**config.mk**
```make
export PLATFORM = sky130hd
export DESIGN_NAME = ins_loader
export DESIGN_NICKNAME = d
export VERILOG_FILES = /design/src/rtl/ins_loader_pkg.sv /design/src/rtl/ins_loader_byte_packer.sv /design/src/rtl/ins_loader.sv
export SDC_FILE = /design/constraint.sdc
export NUM_CORES = 1
export LEC_CHECK = 0
export ABC_AREA = 1
export BUFFER_PORTS_ARGS = -buffer_cell sky130_fd_sc_hd__buf_4
export CORE_UTILIZATION = 55
export CTS_CLUSTER_DIAMETER = 80
export DETAILED_ROUTE_END_ITERATION = 10
export PLACE_DENSITY = 0.81
export SKIP_LAST_GASP = 1
export SYNTH_ARGS = -nofsm -noshare
export SYNTH_HDL_FRONTEND = slang
export SYNTH_SLANG_ARGS = --single-unit
export TNS_END_PERCENT = 20
```
**constraint.sdc**
```tcl
create_clock -name CLK -period 4.33 [get_ports CLK]
set_input_delay 0.433 -clock CLK [delete_from_list [all_inputs] [get_ports CLK]]
set_output_delay 0.433 -clock CLK [all_outputs]
set_load 0.005 [all_outputs]
```
**src/rtl/ins_loader_pkg.sv**
```systemverilog
// Shared constants and the loader FSM state encoding.
// Latency: n/a (package only).
// Backpressure: n/a (package only).
package ins_loader_pkg;

  typedef enum logic [2:0] {
    S_IDLE   = 3'd0,
    S_LEN_HI = 3'd1,
    S_LEN_LO = 3'd2,
    S_DATA   = 3'd3,
    S_WRITE  = 3'd4,
    S_CHECK  = 3'd5,
    S_DONE   = 3'd6,
    S_ERROR  = 3'd7
  } state_t;

  localparam int        HDR_BYTES  = 2;
  localparam int        WORD_BYTES = 4;
  localparam logic [7:0] CHK_INIT  = 8'h00;

endpackage

```
**src/rtl/ins_loader_byte_packer.sv**
```systemverilog
// Packs stream bytes into a big-endian 32-bit word and keeps the running XOR checksum.
// Latency: word/checksum registers update on the edge of each shift; full is combinational.
// Backpressure: none of its own; the caller gates shift_en with the byte handshake.
//
// Ports: CLK/RST clock and async active-high reset; clr restarts word, index and
// checksum; shift_en shifts ByteIn in; word is the packed register, byte_idx the
// slot the next byte lands in, full flags the 4th shift, chk the XOR of all shifts.
module byte_packer
  import ins_loader_pkg::*;
(
  input  logic        CLK,
  input  logic        RST,
  input  logic        clr,
  input  logic        shift_en,
  input  logic [7:0]  ByteIn,
  output logic [31:0] word,
  output logic [1:0]  byte_idx,
  output logic        full,
  output logic [7:0]  chk
);

  logic [31:0] word_q;
  logic [1:0]  idx_q;
  logic [7:0]  chk_q;

  always_ff @(posedge CLK or posedge RST) begin
    if (RST) begin
      word_q <= '0;
      idx_q  <= '0;
      chk_q  <= CHK_INIT;
    end else if (clr) begin
      word_q <= '0;
      idx_q  <= '0;
      chk_q  <= CHK_INIT;
    end else if (shift_en) begin
      // First byte of a word ends up in [31:24] after four shifts.
      word_q <= {word_q[23:0], ByteIn};
      idx_q  <= idx_q + 2'd1;   // wraps back to slot 0 after the 4th byte
      chk_q  <= chk_q ^ ByteIn;
    end
  end

  assign word     = word_q;
  assign byte_idx = idx_q;
  assign full     = shift_en && (idx_q == 2'(WORD_BYTES - 1));
  assign chk      = chk_q;

endmodule

```
**src/rtl/ins_loader.sv**
```systemverilog
// Program loader: length header + big-endian words + XOR checksum -> instruction memory writes, then CPU release.
// Latency: one WRITE cycle after the 4th byte of each word; 5 cycles/word minimum.
// Backpressure: ByteReady low outside LEN_HI/LEN_LO/DATA/CHECK (notably in WRITE); ByteValid gaps stall without loss.
//
// Ports: CLK/RST clock and async active-high reset; Start begins a load from
// IDLE/DONE/ERROR; ByteIn/ByteValid/ByteReady byte stream handshake;
// InsAddr/InsData/InsWE instruction memory write port; PC_Value CPU start PC;
// CPURun CPU release; Busy/Done/Error status; WordCount words written so far.
module ins_loader
  import ins_loader_pkg::*;
#(
  parameter logic [31:0] BASE_ADDR = 32'h0,
  parameter int          MAX_WORDS = 64,
  parameter int          CNT_W     = 16
) (
  input  logic             CLK,
  input  logic             RST,
  input  logic             Start,
  input  logic [7:0]       ByteIn,
  input  logic             ByteValid,
  output logic             ByteReady,
  output logic [31:0]      InsAddr,
  output logic [31:0]      InsData,
  output logic             InsWE,
  output logic [31:0]      PC_Value,
  output logic             CPURun,
  output logic             Busy,
  output logic             Done,
  output logic             Error,
  output logic [CNT_W-1:0] WordCount
);

  localparam logic [CNT_W-1:0] MAX_W = CNT_W'(MAX_WORDS);

  state_t           state_q;
  logic [CNT_W-1:0] len_q;
  logic [CNT_W-1:0] wc_q;
  logic [31:0]      addr_q;
  logic [31:0]      data_q;
  logic             we_q;
  logic             done_q;
  logic             err_q;
  logic             run_q;

  logic             accept;
  logic             start_ok;
  logic [CNT_W-1:0] len_d;
  logic             len_bad;
  logic [CNT_W-1:0] wc_d;

  logic [31:0]      pk_word;
  logic [1:0]       pk_idx;
  logic             pk_full;
  logic [7:0]       pk_chk;

  assign ByteReady = (state_q == S_LEN_HI) || (state_q == S_LEN_LO) ||
                     (state_q == S_DATA)   || (state_q == S_CHECK);
  assign Busy      = ByteReady || (state_q == S_WRITE);
  assign accept    = ByteValid && ByteReady;
  assign start_ok  = Start && ((state_q == S_IDLE) || (state_q == S_DONE) ||
                               (state_q == S_ERROR));

  assign len_d   = {len_q[CNT_W-1:8], ByteIn};
  assign len_bad = (len_d == '0) || (len_d > MAX_W);
  assign wc_d    = wc_q + 1'b1;

  byte_packer u_packer (
    .CLK      (CLK),
    .RST      (RST),
    .clr      (start_ok),
    .shift_en (accept && (state_q == S_DATA)),
    .ByteIn   (ByteIn),
    .word     (pk_word),
    .byte_idx (pk_idx),
    .full     (pk_full),
    .chk      (pk_chk)
  );

  always_ff @(posedge CLK or posedge RST) begin
    if (RST) begin
      state_q <= S_IDLE;
      len_q   <= '0;
      wc_q    <= '0;
      addr_q  <= BASE_ADDR;
      data_q  <= '0;
      we_q    <= 1'b0;
      done_q  <= 1'b0;
      err_q   <= 1'b0;
      run_q   <= 1'b0;
    end else begin
      we_q <= 1'b0;
      case (state_q)
        S_IDLE, S_DONE, S_ERROR: begin
          if (Start) begin
            state_q <= S_LEN_HI;
            len_q   <= '0;
            wc_q    <= '0;
            done_q  <= 1'b0;
            err_q   <= 1'b0;
            run_q   <= 1'b0;
          end
        end
        S_LEN_HI: begin
          if (accept) begin
            len_q[CNT_W-1:8] <= ByteIn;
            state_q          <= S_LEN_LO;
          end
        end
        S_LEN_LO: begin
          if (accept) begin
            len_q <= len_d;
            if (len_bad) begin
              state_q <= S_ERROR;
              err_q   <= 1'b1;
              run_q   <= 1'b0;
            end else begin
              state_q <= S_DATA;
            end
          end
        end
        S_DATA: begin
          // The write strobe, data and address are registered here so they
          // are all valid during the single WRITE cycle.
          if (pk_full) begin
            state_q <= S_WRITE;
            we_q    <= 1'b1;
            data_q  <= {pk_word[23:0], ByteIn};
            addr_q  <= BASE_ADDR + (32'(wc_q) << 2);
          end
        end
        S_WRITE: begin
          wc_q    <= wc_d;
          state_q <= (wc_d == len_q) ? S_CHECK : S_DATA;
        end
        S_CHECK: begin
          if (accept) begin
            // A load can only reach CHECK on a word boundary; requiring slot 0
            // keeps a desynchronised packer from ever signalling a clean load.
            if ((ByteIn == pk_chk) && (pk_idx == 2'd0)) begin
              state_q <= S_DONE;
              done_q  <= 1'b1;
              run_q   <= 1'b1;
            end else begin
              state_q <= S_ERROR;
              err_q   <= 1'b1;
              run_q   <= 1'b0;
            end
          end
        end
        default: state_q <= S_IDLE;
      endcase
    end
  end

  assign InsAddr   = addr_q;
  assign InsData   = data_q;
  assign InsWE     = we_q;
  assign PC_Value  = BASE_ADDR;
  assign CPURun    = run_q;
  assign Done      = done_q;
  assign Error     = err_q;
  assign WordCount = wc_q;

endmodule
```
==> impl_metrics.env, run 1 <==
export IMPL_maxCapViolCount=0
export IMPL_viasPerCell=5.47
export IMPL_fin_cells=951
export IMPL_synth_seq_area_share_pct=50.5
export IMPL_grt_setup_unrepaired="false"
export IMPL_dp_hpwl_mm=9.63
export IMPL_ctsResizeCount=0
export IMPL_grt_use_met2_pct=44.1
export IMPL_slew_headroom_pct=24.1
export IMPL_cp_required_ns=4.80
export IMPL_numPortBuffers=81
export IMPL_overflow=0
export IMPL_cp_arrival_ns=3.39
export IMPL_grt_usage_pct=27.2
export IMPL_worstSetupStartpointType="flop"
export IMPL_path_delay_family="simple AND/OR/NAND/NOR gates"
export IMPL_worst_pin_slew_ns=1.14
export IMPL_met3_usage_pct=6.13
export IMPL_drtIter0Drc=472
export IMPL_die_area_mm2=0.0113
export IMPL_synth_top_area_share_pct=50.5
export IMPL_power_mw=4.01
export IMPL_fin_ws_ns=1.41
export IMPL_finalSetupTns_ns=0
export IMPL_cp_max_fo=46
export IMPL_timing_final_crit_share_pct=67.4
export IMPL_cts_max_level=4
export IMPL_synth_edff_count=0
export IMPL_max_freq_mhz=343
export IMPL_fin_util_pct=67.7
export IMPL_antenna_cells=0
export IMPL_cp_num_buf_inv=3
export IMPL_synth_async_reset_ratio_pct=100
export IMPL_first_pass_iters=5
export IMPL_numCtsBuffers=17
export IMPL_crit_chain="nor2_1 -> inv_1 -> nor2_1 -> nand2_2 -> inv_2 -> nand2_2 -> inv_2 -> nand2_1 -> nand2_1"
export IMPL_grt_busiest_layer="met2"
export IMPL_grt_use_met1_pct=34.3
export IMPL_hold_path_class="input pin to async pin"
export IMPL_final_area_mm2=0.00708
export IMPL_post_dp_cell_area_mm2=0.00651
export IMPL_yosysMostFrequentCell="nand2_1"
export IMPL_finalSetupViolCount=0
export IMPL_synthDistinctLibCells=31
export IMPL_routedWlPerCell_um=15.3
export IMPL_drtAntennaViolNets=0
export IMPL_path_class="flop to flop"
export IMPL_cts_sinks=121
export IMPL_pre_cts_slack_ns=1.45
export IMPL_ctsHoldBuffers=0
export IMPL_peakVddDrop_mv=0.293
export IMPL_outcome="finished, final reports clean"
export IMPL_slowest_stage="nand2_2"
export IMPL_synthTopCellsByCount="nand2_1 (197), dfrtp_1 (121), inv_1 (87), nand3_1 (62), o21ai_0 (52)"
export IMPL_area_delta_synth_final_pct=18.1
export IMPL_yosysWarnings=0
export IMPL_yosysTopAreaCell="dfrtp_1"
export IMPL_die_height_um=106
export IMPL_route_vias_total=5205
export IMPL_min_period_ns=2.92
export IMPL_power_density_mw_per_mm2=566
export IMPL_yosys_top_cells_area="dfrtp_1 (50%), nand2_1 (12%), buf_4 (6.0%)"
export IMPL_clockBufferDepth=2
export IMPL_nets=817
export IMPL_antenna_found_initial=0
export IMPL_grt_pass1_vias=4835
export IMPL_gp_congestion=0.860
export IMPL_grt_first_pass_wirelength_mm=23.6
export IMPL_finalWirelength_mm=14.6
export IMPL_route_detailed_drc=0
export IMPL_clock_latency_ns=0.53
export IMPL_endpoint_kind="flop"
export IMPL_grt_max_degree=96
export IMPL_post_cts_buffers=0
export IMPL_critPathMaxStageDelay_ns=0.62
export IMPL_power_leakage_nw=3.79
export IMPL_whs_ns=0.194
export IMPL_syn_avg_cell_area_um2=8.31
export IMPL_hold_violations=0
export IMPL_core_area_mm2=0.0105
export IMPL_clock_root_buffer="clkbuf_8"
export IMPL_dp_cells=919
export IMPL_synthFlopType="dfrtp_1"
export IMPL_drive_above_1_share_pct=17.4
export IMPL_clk_pin_slew_ns=0.06
export IMPL_rows=37
export IMPL_start_util_pct=57.3
export IMPL_ys_ff_latch=121
export IMPL_cts_tree="yes"
export IMPL_io_pins=130
export IMPL_syn_inst=722
export IMPL_synthesis_area_mm2=0.00600
export IMPL_dieWidth_um=106
export IMPL_slew_violations=0
export IMPL_fin_skew_ns=0.00764
## path summary, 6_finish.rpt
kind | start | endpoint | slack, ns | depth (start not counted)
worst max-delay path | state_q[2]$_DFFE_PP0P_ | InsData[22]$_DFFE_PP0P_ | 1.41 | 9
worst min-delay path | RST | u_packer.word[23]$_DFFE_PP0P_ | 0.19 | 2
worst max register to register | state_q[2]$_DFFE_PP0P_ | InsData[22]$_DFFE_PP0P_ | 1.41 | 9
worst min register to register | InsData[1]$_DFFE_PP0P_ | InsData[1]$_DFFE_PP0P_ | 0.49 | 2
max in group asynchronous | RST | WordCount[8]$_DFFE_PP0P_ | 3.17 | 3
min in group CLK | ByteIn[6] | InsData[6]$_DFFE_PP0P_ | 0.19 | 3
## sequential cells by signal (all words and copies together), names as in the netlist
register	cells
u_packer.chk	8
CPURun	1
u_packer.byte_idx	2
InsWE	1
InsData	32
len_q	16
InsAddr	16
state_q	3
u_packer.word	24
Error	1
Done	1
WordCount	16
## power breakdown
group          leakage (nW)  internal, mW  switching, mW
clock network         0.267         0.812          0.536
logic                  1.87         0.388          0.729
registers              1.66          1.36          0.180
total                  3.79          2.56           1.45
## layout make-up
class / count / area (um^2)
clock buffer: 20 / 455
sequential: 121 / 3030
timing repair buffer: 83 / 623
multi-input combinational: 485 / 2330
inverter: 94 / 360
fill: 843 / 3380
clock inverter: 12 / 116
tap: 136 / 170
## cells by family after synthesis
group	share of synthesized area [%]
compound gates	9.89
xor+xnor	1.71
fa+ha+maj	0.626
buf+inv	13.6
flops	50.5
other cells	0.0625
simple gates	23.6
## routing by layer
metal / up-vias / wire (um) / part of all wire, %
met5: - / 0 / 0
met4: 0 / 489 / 3.4
met3: 52 / 977 / 6.7
met2: 252 / 7340 / 50
met1: 2520 / 5780 / 40
li1: 2381 / - / -
## layout by cell type, fill, tap and decap left out, types with 16 or more instances in the layout
| cell | Yosys | layout |
|---|---|---|
| nand2_1 | 197 | 197 |
| buf_4 | 48 | 83 |
| nand3_1 | 62 | 62 |
| o21ai_0 | 52 | 52 |
| inv_1 | 87 | 86 |
| dfrtp_1 | 121 | 121 |
| clkbuf_16 | 0 | 16 |
| nor2_1 | 32 | 32 |
| a22oi_1 | 25 | 25 |
| conb_1 | 1 | 48 |
Note: power is estimated with default switching activity, not from simulation.
==> run 2, diff against run 1 <==
Settings changed: ABC_AREA 1 to 0, PLACE_DENSITY 0.81 to 0.8.
Clock period 4.33 ns to 3 ns, I/O delays scaled along.
==> run 2 against run 1 <==
Against the previous run: synthesized cell count shrank 12%; clock-buffer cell count grew 2; non-clock buffer count grew 7; largest cell class unchanged; critical endpoint is now state_q[1]$_DFFE_PP0P_; critical path type unchanged.
==> impl_metrics.env, run 2 <==
export IMPL_outcome="finished, final reports clean"
export IMPL_syn_inst=632
export IMPL_drive_above_1_share_pct=24.5
export IMPL_numPortBuffers=81
export IMPL_post_dp_cell_area_mm2=0.00668
export IMPL_cts_sinks=121
export IMPL_worstSetupStartpointType="flop"
export IMPL_first_pass_iters=5
export IMPL_crit_chain="ha_1 -> xnor2_1 -> xnor2_1 -> or4_4 -> a2111oi_4 -> o2111ai_1 -> a21o_1"
export IMPL_whs_ns=0.0759
export IMPL_cts_tree="yes"
export IMPL_p_int_mw=4.37
export IMPL_clk_pin_slew_ns=0.06
export IMPL_ctsResizeCount=0
export IMPL_max_freq_mhz=382
export IMPL_gp_congestion=0.858
export IMPL_finalSetupTns_ns=0
export IMPL_final_area_mm2=0.00726
export IMPL_grt_pass1_vias=4468
export IMPL_rows=38
export IMPL_timing_final_crit_share_pct=87.3
export IMPL_critPathMaxStageDelay_ns=0.51
export IMPL_hold_start="ByteIn[1]"
export IMPL_viasPerCell=5.58
export IMPL_fin_skew_ns=0.00973
export IMPL_yosysWarnings=0
export IMPL_slowest_stage="dfrtp_1"
export IMPL_slew_headroom_pct=31.2
export IMPL_die_area_mm2=0.0117
export IMPL_sw_frac_of_total_pct=33.7
export IMPL_endpoint_kind="flop"
export IMPL_seqPwrFrac_pct=40.4
export IMPL_synthDistinctLibCells=53
export IMPL_io_pins=130
export IMPL_dp_hpwl_mm=9.45
export IMPL_clockBufferDepth=2
export IMPL_cp_arrival_ns=3.03
export IMPL_route_vias_total=4739
export IMPL_grt_usage_pct=25.5
export IMPL_worst_pin_slew_ns=1.03
export IMPL_power_leakage_nw=3.49
export IMPL_routedWlPerCell_um=16.5
export IMPL_layout_commonest_cell="dfrtp_1"
export IMPL_finalSetupViolCount=0
export IMPL_clock_latency_ns=0.53
export IMPL_synth_seq_area_share_pct=49.0
export IMPL_synth_async_reset_ratio_pct=100
export IMPL_hold_path_class="input pin to flop"
export IMPL_route_detailed_drc=0
export IMPL_crit_top_cell="xnor2_1"
export IMPL_synth_edff_count=0
export IMPL_nets=713
export IMPL_synthFlopType="dfrtp_1"
export IMPL_synthesis_area_mm2=0.00617
export IMPL_grt_first_pass_wirelength_mm=22.5
export IMPL_finalWirelength_mm=14.0
export IMPL_numCtsBuffers=17
export IMPL_cp_num_buf_inv=0
export IMPL_cp_required_ns=3.42
export IMPL_synthTopCellsByCount="dfrtp_1 (121), nand2_1 (102), buf_4 (49), mux2_2 (46), o21ai_0 (45)"
export IMPL_reg2reg_to="state_q[1]$_DFFE_PP0P_"
export IMPL_combPwrFrac_pct=30.4
export IMPL_hold_path_cell_count=3
export IMPL_drtAntennaViolNets=0
export IMPL_r2r_start="WordCount[0]$_DFFE_PP0P_"
export IMPL_core_area_mm2=0.0109
export IMPL_antenna_cells=0
export IMPL_dieWidth_um=108
export IMPL_p_switching_mw=2.22
export IMPL_clock_root_buffer="clkbuf_8"
export IMPL_die_height_um=108
export IMPL_ys_ff_latch=121
export IMPL_cp_max_fo=13
export IMPL_nFillCells=823
export IMPL_clkPwrFrac_pct=29.2
export IMPL_start_util_pct=56.7
export IMPL_power_density_mw_per_mm2=908
export IMPL_final_cell_mix="dfrtp_1 (121), nand2_1 (101), buf_4 (87)"
export IMPL_synth_top_area_share_pct=49.0
export IMPL_overflow=0
export IMPL_syn_avg_cell_area_um2=9.77
export IMPL_reg2reg_slack_ns=0.38
export IMPL_min_period_ns=2.62
export IMPL_path_class="flop to flop"
export IMPL_path_delay_family="compound AO/OA/AOI/OAI gates"
export IMPL_yosys_top_cells_area="dfrtp_1 (49%), mux2_2 (8.4%), nand2_1 (6.2%)"
export IMPL_yosysTopAreaCell="dfrtp_1"
export IMPL_hold_violations=0
export IMPL_slew_violations=0
export IMPL_area_delta_synth_final_pct=17.7
export IMPL_maxCapViolCount=0
export IMPL_grt_max_degree=122
export IMPL_ff2ff_path_depth=7
export IMPL_largest_reg_flops=32
export IMPL_cts_max_level=4
export IMPL_peakVddDrop_mv=0.610
export IMPL_yosysMostFrequentCell="dfrtp_1"
export IMPL_drtIter0Drc=358
export IMPL_grt_setup_unrepaired="false"
export IMPL_antenna_found_initial=0
export IMPL_whs_endpoint="len_q[1]$_DFFE_PP0P_"
==> run 2: cells by family (layout without fill, tap and decap cells) <==
kind of cell	Yosys count	after routing	share of synthesized area, %
DFF	121	121	49.0
AOI/OAI and AO/OA	123	123	12.1
adders and majority gates	3	3	0.608
buffers and inverters	101	132	9.53
muxes	46	46	8.39
xor gates and xnor gates	40	40	5.80
and+or+nand+nor	197	197	14.5
other	1	48	0.0607
==> run 2: per-stage QoR <==
stage / power, mW / setup WS [ns] / std cells / utilization, %
floorplan: 3.92 / 0.824 / 679 / -
global placement: 4.56 / 0.494 / 818 / 61.4
detailed placement: 4.67 / 0.402 / 818 / 61.4
CTS: 6.63 / 0.409 / 850 / 66.7
global route: 7.00 / 0.183 / 850 / 66.7
finish: 6.60 / 0.382 / 850 / 66.7
==> run 2: power groups by stage <==
| stage | clock network [mW] | registers (mW) | logic (mW) |
|---|---|---|---|
| after floorplan | 0 | 2.52 | 1.40 |
| after global placement | 0 | 2.65 | 1.91 |
| after detailed placement | 0 | 2.68 | 1.99 |
| after CTS | 1.95 | 2.66 | 2.01 |
| after global routing | 2.04 | 2.74 | 2.22 |
| final | 1.93 | 2.67 | 2.00 |
==> run 2: cell type report <==
type / instances / area [um^2] / share of cell area (%)
Sequential cell: 121 / 3030 / 41.7
Multi-Input combinational cell: 457 / 2740 / 37.7
Timing Repair Buffer: 90 / 703 / 9.68
Clock buffer: 22 / 483 / 6.65
Tap cell: 140 / 175 / 2.41
Clock inverter: 9 / 90.1 / 1.24
Inverter: 11 / 45.0 / 0.620
==> run 2: timing repair <==
item	in CTS	in global routing
endpoints found under the hold margin	94	0
hold buffers	1	0
setup buffers	0	0
==> run 2: worst max-delay path by stage <==
stage / start / end / slack, ns / cells past startpoint
after global routing: WordCount[0]$_DFFE_PP0P_ / state_q[1]$_DFFE_PP0P_ / 0.18 / 8
after global placement: WordCount[0]$_DFFE_PP0P_ / state_q[1]$_DFFE_PP0P_ / 0.49 / 7
final: WordCount[0]$_DFFE_PP0P_ / state_q[1]$_DFFE_PP0P_ / 0.38 / 7
after detailed placement: WordCount[0]$_DFFE_PP0P_ / state_q[1]$_DFFE_PP0P_ / 0.40 / 7
after CTS: WordCount[0]$_DFFE_PP0P_ / state_q[1]$_DFFE_PP0P_ / 0.41 / 7
after floorplan: WordCount[1]$_DFFE_PP0P_ / state_q[1]$_DFFE_PP0P_ / 0.82 / 8
==> run 2: per-layer routing <==
| metal | vias up | global-route usage [%] | share of wire [%] |
|---|---|---|---|
| met5 | - | 0 | 0 |
| li1 | 2208 | - | - |
| met3 | 31 | 6.39 | 6.3 |
| met2 | 203 | 41.9 | 50 |
| met4 | 0 | 9.30 | 1.8 |
| met1 | 2297 | 32.8 | 42 |
==> run 2: worst reg2reg max path, cell delays in order, from the launching register on <==
cell and delay [ns]:
dfrtp_1 0.51, ha_1 0.51, xnor2_1 0.16, xnor2_1 0.14, or4_4 0.44, a2111oi_4 0.31
o2111ai_1 0.21, a21o_1 0.23
